File: src/rtl/riscv_pkg.sv
// ============================================================================
// Module      : riscv_pkg
// Description : Shared fetch/decode constants, opcodes and fetch FSM types.
// Revision    : 1.0
// ============================================================================
`default_nettype none

package riscv_pkg;

    localparam logic [6:0] OPC_OP     = 7'b0110011;
    localparam logic [6:0] OPC_OP_IMM = 7'b0010011;
    localparam logic [6:0] OPC_LOAD   = 7'b0000011;
    localparam logic [6:0] OPC_STORE  = 7'b0100011;
    localparam logic [6:0] OPC_BRANCH = 7'b1100011;

    localparam logic [31:0] DEFAULT_RESET_PC  = 32'h0000_0000;
    // addi x0,x0,0
    localparam logic [31:0] DEFAULT_NOP_INSTR = {25'd0, OPC_OP_IMM};

    typedef enum logic [1:0] {
        IDLE = 2'd0,
        REQ  = 2'd1,
        WAIT = 2'd2
    } fetch_state_t;

    typedef struct packed {
        logic [31:0] instr;
        logic [31:0] pc;
    } fetch_entry_t;

endpackage

`default_nettype wire

File: src/rtl/instr_skid_buffer.sv
// ============================================================================
// Module      : instr_skid_buffer
// Description : Output register plus one skid entry carrying {instruction, pc}.
// Revision    : 1.0
// ============================================================================
`default_nettype none

module instr_skid_buffer
    import riscv_pkg::*;
#(
    parameter logic [31:0] RESET_PC  = DEFAULT_RESET_PC,
    parameter logic [31:0] NOP_INSTR = DEFAULT_NOP_INSTR
) (
    input  logic        clk,
    input  logic        rst_n,
    input  logic        i_push,
    input  logic [31:0] i_instr,
    input  logic [31:0] i_pc,
    input  logic        i_pop,
    input  logic        i_flush,
    output logic        o_valid,
    output logic [31:0] o_instr,
    output logic [31:0] o_pc,
    output logic        o_skid_valid
);

    fetch_entry_t r_out;
    fetch_entry_t r_skid;
    logic         r_out_valid;
    logic         r_skid_valid;
    fetch_entry_t w_push_entry;
    logic         w_consume;

    assign w_push_entry = '{instr: i_instr, pc: i_pc};
    assign w_consume    = r_out_valid & i_pop;

    always_ff @(posedge clk or negedge rst_n) begin
        if (!rst_n) begin
            r_out_valid  <= 1'b0;
            r_out        <= '{instr: NOP_INSTR, pc: RESET_PC};
            r_skid_valid <= 1'b0;
            r_skid       <= '{instr: NOP_INSTR, pc: RESET_PC};
        end else if (i_flush) begin
            r_out_valid  <= 1'b0;
            r_out.instr  <= NOP_INSTR;
            r_skid_valid <= 1'b0;
        end else if (w_consume) begin
            if (r_skid_valid) begin
                r_out        <= r_skid;
                r_skid_valid <= i_push;
                if (i_push) begin
                    r_skid <= w_push_entry;
                end
            end else if (i_push) begin
                r_out <= w_push_entry;
            end else begin
                r_out_valid <= 1'b0;
                r_out.instr <= NOP_INSTR;
            end
        end else if (i_push) begin
            // Held output: the arriving word parks in the skid entry
            if (!r_out_valid) begin
                r_out_valid <= 1'b1;
                r_out       <= w_push_entry;
            end else begin
                r_skid_valid <= 1'b1;
                r_skid       <= w_push_entry;
            end
        end
    end

    assign o_valid      = r_out_valid;
    assign o_instr      = r_out.instr;
    assign o_pc         = r_out.pc;
    assign o_skid_valid = r_skid_valid;

endmodule

`default_nettype wire

File: src/rtl/instruction_fetch_unit.sv
// ============================================================================
// Module      : instruction_fetch_unit
// Description : PC owner and single-outstanding imem fetcher with redirect.
// Revision    : 1.0
// ============================================================================
`default_nettype none

module instruction_fetch_unit
    import riscv_pkg::*;
#(
    parameter logic [31:0] RESET_PC  = DEFAULT_RESET_PC,
    parameter logic [31:0] NOP_INSTR = DEFAULT_NOP_INSTR
) (
    input  logic        clk,
    input  logic        resetn,
    input  logic        stall,
    input  logic        branch_taken,
    input  logic [31:0] branch_target,
    output logic        imem_req,
    output logic [31:0] imem_addr,
    input  logic        imem_gnt,
    input  logic        imem_rvalid,
    input  logic [31:0] imem_rdata,
    output logic [31:0] instruction,
    output logic [31:0] pc,
    output logic        instr_valid
);

    fetch_state_t r_state;
    logic [31:0]  r_fetch_pc;
    logic [31:0]  r_req_pc;
    logic         r_drop;

    logic         w_skid_valid;
    logic         w_redirect;
    logic [31:0]  w_target;
    logic         w_gnt;
    logic         w_push;

    assign w_redirect = branch_taken & instr_valid & ~stall;
    assign w_target   = branch_target & 32'hFFFF_FFFC;
    assign imem_req   = (r_state == REQ) & ~w_skid_valid;
    assign imem_addr  = r_fetch_pc;
    assign w_gnt      = imem_req & imem_gnt;
    // A response landing together with a redirect is wrong-path as well
    assign w_push     = (r_state == WAIT) & imem_rvalid & ~r_drop & ~w_redirect;

    always_ff @(posedge clk or negedge resetn) begin
        if (!resetn) begin
            r_state    <= IDLE;
            r_fetch_pc <= RESET_PC;
            r_req_pc   <= RESET_PC;
            r_drop     <= 1'b0;
        end else begin
            case (r_state)
                IDLE: begin
                    r_state <= REQ;
                end
                REQ: begin
                    if (w_gnt) begin
                        r_req_pc   <= r_fetch_pc;
                        r_fetch_pc <= r_fetch_pc + 32'd4;
                        r_state    <= WAIT;
                        r_drop     <= w_redirect;
                    end
                end
                WAIT: begin
                    if (imem_rvalid) begin
                        r_state <= REQ;
                        r_drop  <= 1'b0;
                    end else if (w_redirect) begin
                        r_drop <= 1'b1;
                    end
                end
                default: begin
                    r_state <= IDLE;
                end
            endcase
            if (w_redirect) begin
                r_fetch_pc <= w_target;
            end
        end
    end

    instr_skid_buffer #(
        .RESET_PC  (RESET_PC),
        .NOP_INSTR (NOP_INSTR)
    ) u_skid (
        .clk          (clk),
        .rst_n        (resetn),
        .i_push       (w_push),
        .i_instr      (imem_rdata),
        .i_pc         (r_req_pc),
        .i_pop        (~stall),
        .i_flush      (w_redirect),
        .o_valid      (instr_valid),
        .o_instr      (instruction),
        .o_pc         (pc),
        .o_skid_valid (w_skid_valid)
    );

endmodule

`default_nettype wire

File: config.mk
export PLATFORM = sky130hd
export DESIGN_NAME = instruction_fetch_unit
export DESIGN_NICKNAME = d
export VERILOG_FILES = /design/src/rtl/riscv_pkg.sv /design/src/rtl/instr_skid_buffer.sv /design/src/rtl/instruction_fetch_unit.sv
export SDC_FILE = /design/constraint.sdc
export NUM_CORES = 1
export LEC_CHECK = 0
export CORE_MARGIN = 2
export CORE_UTILIZATION = 40
export DETAILED_ROUTE_END_ITERATION = 10
export HOLD_SLACK_MARGIN = 0.03
export PLACE_DENSITY = 0.66
export SLEW_MARGIN = 5
export SYNTH_ARGS = -nofsm -noshare
export SYNTH_HDL_FRONTEND = slang
export SYNTH_SLANG_ARGS = --single-unit
File: constraint.sdc
create_clock -name clk -period 4.93 [get_ports clk]
set_input_delay 0.493 -clock clk [delete_from_list [all_inputs] [get_ports clk]]
set_output_delay 0.493 -clock clk [all_outputs]
set_load 0.01 [all_outputs]
==> results of run 1 <==
==> worst max-delay path: stages (launching register included) <==
cell	delay, ps
dfrtp_1	420
inv_1	100
ha_1	220
nand2_1	70
nor2_1	310
nand3_4	790
mux2_2	570
==> routing by layer <==
metal / share of wire / vias to the layer above
li1: - / 3017
met1: 0.48 / 2981
met2: 0.45 / 176
met3: 0.059 / 19
met4: 0.0097 / 0
met5: 0 / -
==> cell usage in the layout (no fill, tap or decap), types with 6 or more instances in the layout <==
| master | synthesis | layout |
|---|---|---|
| nand2_1 | 201 | 200 |
| dfrtp_1 | 183 | 183 |
| clkdlybuf4s50_1 | 0 | 160 |
| nor2_1 | 77 | 76 |
| mux2_2 | 62 | 62 |
| a31oi_1 | 36 | 36 |
| o21ai_0 | 32 | 32 |
| a21oi_1 | 32 | 31 |
| a22oi_1 | 29 | 29 |
| xor2_1 | 23 | 23 |
| clkbuf_16 | 0 | 17 |
| nand4_1 | 13 | 13 |
| nand3_1 | 11 | 10 |
| buf_4 | 4 | 10 |
| and3_1 | 6 | 6 |
| xnor2_1 | 6 | 6 |
| dfstp_2 | 6 | 6 |
==> power by group <==
part | switching, mW | internal, mW
Sequential | 0.541 | 2.23
Combinational | 1.14 | 1.24
Clock | 0.605 | 0.779
==> how the worst max path moves through the flow <==
stage	start	to	slack, ps
5_1_grt	u_skid.o_valid	imem_addr[30]	2020
2_1_floorplan	r_state[1]	r_req_pc[7]	3160
3_3_place_gp	stall	imem_addr[26]	1940
3_5_place_dp	stall	imem_addr[30]	1910
6_report	r_state[0]	u_skid.r_skid[24]	2310
4_1_cts	r_state[0]	u_skid.r_skid[60]	2260
==> cell families after synthesis <==
kind of cell               share of synthesized area
muxes                                        0.08489
AOI/OAI and AO/OA                             0.1018
buffers and inverters                        0.03195
and+or+nand+nor                               0.1664
DFF                                           0.5760
adders and majority gates                   0.007607
xor gates and xnor gates                     0.03088
other                                      0.0004560
==> sequential cells by signal, summed over array words and instances, names as in the netlist <==
name / count
imem_addr: 30
r_drop: 1
r_req_pc: 30
r_state: 2
u_skid.o_instr: 32
u_skid.o_pc: 30
u_skid.o_skid_valid: 1
u_skid.o_valid: 1
u_skid.r_skid: 62
==> layout make-up <==
cell class / count / area [um2] / area share
Multi-Input combinational cell: 563 / 3279 / 0.3077
Clock buffer: 20 / 456.7 / 0.04286
Tap cell: 270 / 337.8 / 0.03170
Timing Repair Buffer: 171 / 1690 / 0.1586
Sequential cell: 189 / 4737 / 0.4445
Clock inverter: 12 / 136.4 / 0.01280
Inverter: 5 / 18.77 / 0.001761
==> out/qor.csv, run 1 <==
stage,metric,value,unit
run_status,outcome,completed,
placed_design,dp_hpwl,12820,um
synth,netlist_instances,807,
layout,stdcell_count,1230,
sta,hold_viol,0,
synth,ys_seq_elements,189,
min_path,hold_path.class,input port to asynchronous set/reset pin,
worst_setup_path,worstPathMaxFanout,62,
placed_design,placedCellCount,1198,
worst_setup_path,cp.required,5240,ps
sta,finalSetupViolCount,0,
synth,yosysWarnings,0,
clocking,hold_buffers,0,
clocking,cts_setup_buffers,0,
placed_design,place_ws,1910,ps
global_route,grtUsageMet3,0.05062,
detailed_routing,drt-initial-drc-count,335,
floorplanning,core.rowCount,52,
worst_setup_path,timing.rr.start,r_state[0],
pwr,vdd_drop_max,0.3422,mV
clocking,cts_resized,0,
layout,post-route-util,0.5267,
floorplanning,core,0.02023,mm2
synth,synth-edff-count,0,
synth,yosys-top-cells-area,"dfrtp_1 56%, nand2_1 9.2%, mux2_2 8.5%, nor2_1 3.5%, a31oi_1 2.7%",
clocking,cts.sinks,189,
layout,design_area,0.01066,mm2
clocking,cts_buffers,17,
detailed_routing,ant_nets,0,
synth,syn_area,0.008224,mm2
synth,synth_seq_area_share,0.5760,
worst_setup_path,crit_type,register to register,
layout,layout.nets,1022,
sta,max_freq,382.2,MHz
detailed_routing,vias,6193,
sta,fin_ws,2314,ps
detailed_routing,routed_via_density,5.035,
floorplanning,start_util,0.4064,
clocking,path_clk_slew,70,ps
worst_setup_path,critPathArrivalTime,2920,ps
placed_design,place_area,0.01006,mm2
synth,yosysUniqueCellTypes,40,
sta,finalCriticalPeriod,2616,ps
detailed_routing,drc,0,
floorplanning,die_w,147.4,um
layout,nFillCells,1869,
worst_setup_path,critPathCaptureType,register,
worst_setup_path,r2r_end,u_skid.r_skid[24],
clocking,cts_tree,built,
global_route,grt_pass1_wl,32400,um
worst_setup_path,ff2ff_setup_slack,2310,ps
pwr,p_leak,4.731,nW
sta,tightest_slew,1093,ps
global_route,grt_util_met2,0.2932,
global_route,busiest_layer,met2,
clocking,clkLatencyLatePin,430,ps
placed_design,gp_congestion,0.7578,
global_route,met1_usage,0.2649,
floorplanning,dieArea,0.02172,mm2
synth,async_reset_ff_frac,1.000,
sta,fin_crit_sh,0.5307,
synth,synth_ff_type,dfrtp_1,
detailed_routing,drt_pass1_iterations,5,
layout,syn2layout_area_growth,29.58,%
synth,synth_area_leader_cell,dfrtp_1,
worst_setup_path,cp-start-kind,register,
sta,fin_skew,10.47,ps
synth,avgSynthCellArea,10.19,um2
global_route,overflow,0,
detailed_routing,wire_per_inst,15.97,um
sta,setup-tns-final,0,ps
synth,synthTopCellsByCount,"201 x nand2_1, 183 x dfrtp_1, 77 x nor2_1, 62 x mux2_2, 36 x a31oi_1",
clocking,clockRootBuffer,clkbuf_16,
sta,slew_viol_final,0,
detailed_routing,wirelength,19650,um
layout,drive_gt1_frac,0.1292,
global_route,grt_start_max_net_pins,108,
clocking,htreeDepth,4,
pwr,p_total,6.536,mW
floorplanning,ios,168,
worst_setup_path,reg2reg_depth,6,
global_route,antenna_found_initial,0,
flow_run,drv_cap,0,
synth,yosysMostFrequentCell,nand2_1,
layout,diodes,0,
floorplanning,die_h,147.4,um
sta,holdWs,180.9,ps
sta,relSlewSlack,0.2690,
pwr,powerDensity,613.3,mW/mm2
clocking,clock_tree.buffer_depth,2,
synth,yosysTopAreaCellShare,0.5568,
placed_design,port_buffers,161,
sta,rsz0062_at_grt,no,
global_route,grt_usage,0.1881,
global_route,grt_pass1_vias,6035,
Note: power is estimated with default switching activity, not from simulation.
==> inputs of run 2 (changes only) <==
PLACE_DENSITY = 0.68   (was 0.66)
clock period = 2.1 ns   (was 4.93 ns; I/O delays follow)
==> run 2 against run 1 <==
Setup slack got worse by 2200 ps. First-iteration DRC count increased by 5.4%. Utilization increased by 1.7 points. Sequential power increased by 130%. Sequential cell count unchanged. Critical path depth increased by 1. Critical endpoint is now u_skid.r_skid[15].
==> out/qor.csv, run 2 (synthesized netlist as in run 1, its figures left out) <==
stage,metric,value,unit,change
floorplanning,ios,168,,unchanged
detailed_routing,wire_per_inst,15.82,um,-0.96%
floorplanning,dieArea,0.02172,mm2,unchanged
pwr,p_switching,5.385,mW,+140%
worst_setup_path,critPathMaxStageDelay,460,ps,-330 ps
layout,layout_commonest_cell,nand2_1,,
floorplanning,core.rowCount,52,,unchanged
worst_setup_path,ff2ff_setup_slack,120,ps,-2190 ps
global_route,grt_pass1_wl,32710,um,+0.98%
detailed_routing,routed_via_density,5.017,,-0.36%
detailed_routing,vias,6286,,+1.5%
global_route,busiest_layer,met2,,
clocking,htreeDepth,4,,unchanged
placed_design,gp_congestion,0.7951,,+4.9%
sta,finalCriticalPeriod,1976,ps,-640.3 ps
detailed_routing,drt-initial-drc-count,353,,+5.4%
sta,slew_viol_final,0,,unchanged
clocking,clock_tree.buffer_depth,2,,unchanged
layout,largest_reg_flops,62,,unchanged
sta,finalSetupViolCount,0,,unchanged
detailed_routing,drc,0,,unchanged
pwr,p_leak,4.916,nW,+3.9%
clocking,cts_tree,built,,
worst_setup_path,startpoint,r_state[0],,
global_route,met1_usage,0.2681,,+0.003137
worst_setup_path,critPathCaptureType,register,,
global_route,grt_util_met2,0.2979,,+0.004673
layout,diodes,0,,unchanged
min_path,worstHoldStart,imem_rdata[0],,
worst_setup_path,timing.rr.start,r_state[0],,
pwr,powerDensity,1422,mW/mm2,+130%
global_route,antenna_found_initial,0,,unchanged
sta,relSlewSlack,0.5760,,+0.3070
layout,layout_common_cells,"200 x nand2_1, 183 x dfrtp_1, 159 x clkdlybuf4s50_1",,
floorplanning,die_h,147.4,um,unchanged
layout,drive_gt1_frac,0.1516,,+0.02241
global_route,grt_start_max_net_pins,72,,-33%
layout,syn2layout_area_growth,33.88,%,
flow_run,drv_cap,0,,unchanged
global_route,overflow,0,,unchanged
worst_setup_path,cp-start-kind,register,,
worst_setup_path,crit_path_end,u_skid.r_skid[15],,
worst_setup_path,critPathArrivalTime,2280,ps,-640 ps
clocking,cts_setup_buffers,0,,unchanged
clocking,cts.sinks,189,,unchanged
clocking,cts_buffers,17,,unchanged
sta,rsz0062_at_grt,no,,
floorplanning,start_util,0.4064,,unchanged
detailed_routing,drt_pass1_iterations,5,,unchanged
run_status,outcome,completed,,
sta,max_freq,506.0,MHz,+32%
min_path,hold_path.class,input port to register,,
pwr,p_clk_frac,0.210,,-0.002
worst_setup_path,crit_path_top_delay_cell,dfrtp_1,,
placed_design,port_buffers,161,,unchanged
placed_design,dp_hpwl,13420,um,+4.7%
sta,hold_viol,0,,unchanged
pwr,power_frac_seq,0.415,,-0.009
sta,fin_crit_sh,0.9410,,+0.4103
sta,setup-tns-final,0,ps,unchanged
sta,fin_skew,10.77,ps,+0.2989 ps
pwr,combPwrFrac,0.374,,+0.010
global_route,grtUsageMet3,0.04815,,-0.002469
pwr,switching_share,0.3439,,-0.006150
clocking,path_clk_slew,60,ps,about the same
worst_setup_path,crit_type,register to register,,
floorplanning,core,0.02023,mm2,unchanged
worst_setup_path,r2r_end,u_skid.r_skid[15],,
worst_setup_path,worstPathMaxFanout,30,,-52%
layout,layout.nets,1046,,+2.3%
pwr,p_total,15.66,mW,+140%
pwr,vdd_drop_max,0.6464,mV,+89%
worst_setup_path,cp.required,2410,ps,-2830 ps
pwr,internal_power,10.27,mW,+140%
floorplanning,die_w,147.4,um,unchanged
worst_setup_path,reg2reg_depth,7,,+1
layout,largest_register,u_skid.r_skid,,
sta,tightest_slew,636.0,ps,-456.6 ps
global_route,grt_pass1_vias,6180,,+2.4%
detailed_routing,ant_nets,0,,unchanged
worst_setup_path,worstPathCellList,inv_1 > ha_1 > nand2_1 > nor2_1 > nand3_4 > buf_12 > mux2_2,,
clocking,clkLatencyLatePin,430,ps,about the same
detailed_routing,wirelength,19830,um,+0.90%
global_route,grt_usage,0.1905,,+0.002436
clocking,clockRootBuffer,clkbuf_16,,
run 2: worst min-delay path by stage:
stage | endpoint | slack, ps | cells past startpoint
finish | u_skid.o_instr[0] | 350 | 3
global route | imem_addr[13] | 340 | 3
CTS | u_skid.o_instr[0] | 320 | 3
detailed placement | u_skid.o_instr[14] | 280 | 1
global placement | u_skid.o_instr[13] | 280 | 1
floorplan | imem_addr[10] | -90 | 0
run 2: per-layer routing:
metal	wire, um	vias up
li1	-	3075
met1	9407	3013
met2	9142	184
met3	1097	14
met4	178	0
met5	0	-
run 2: area by class of cell:
| class | count | area [um2] |
|---|---|---|
| timing repair buffer | 195 | 2022 |
| clock inverter | 10 | 137.6 |
| multi-input combinational | 563 | 3297 |
| sequential | 189 | 4737 |
| inverter | 5 | 18.77 |
| fill | 1802 | 9224 |
| clock buffer | 21 | 460.4 |
| tap | 270 | 337.8 |
run 2: what timing repair did:
action,4_1_cts,5_1_grt
resized for setup,5,1
endpoints found under the setup margin,2,3
hold buffers,1,0
pin swaps,0,0
hold endpoints to repair,63,0
run 2: through the flow:
| step | setup WS, ps | std cells | utilization | hold slack (ps) | instance area [um2] |
|---|---|---|---|---|---|
| global placement | 118.5 | 1221 | 0.5133 | 278.1 | 10390 |
| finish | 123.8 | 1253 | 0.5442 | 346.1 | 11010 |
| detailed placement | 43.42 | 1221 | 0.5133 | 279.2 | 10390 |
| CTS | 103.9 | 1253 | 0.5440 | 324.2 | 11010 |
| global route | 16.09 | 1253 | 0.5442 | 343.3 | 11010 |
| floorplan | 327.2 | 810 | - | -85.59 | 8235 |
run 2: power by group through the flow:
stage | registers (mW) | logic (mW) | clock network (mW)
after detailed placement | 6.55 | 5.89 | 0
final | 6.50 | 5.86 | 3.29
after global routing | 6.71 | 6.47 | 3.54
after floorplan | 6.63 | 2.71 | 0
after CTS | 6.50 | 5.95 | 3.36
after global placement | 6.49 | 5.77 | 0
run 2: worst max-delay path: cells and delay by family (launching register included):
family                   cells  cell delay (ps)
buffers and inverters        2              330
adder cells (fa/ha/maj)      1              230
flip-flops                   1              460
multiplexers                 1              290
AND/OR/NAND/NOR              3              540
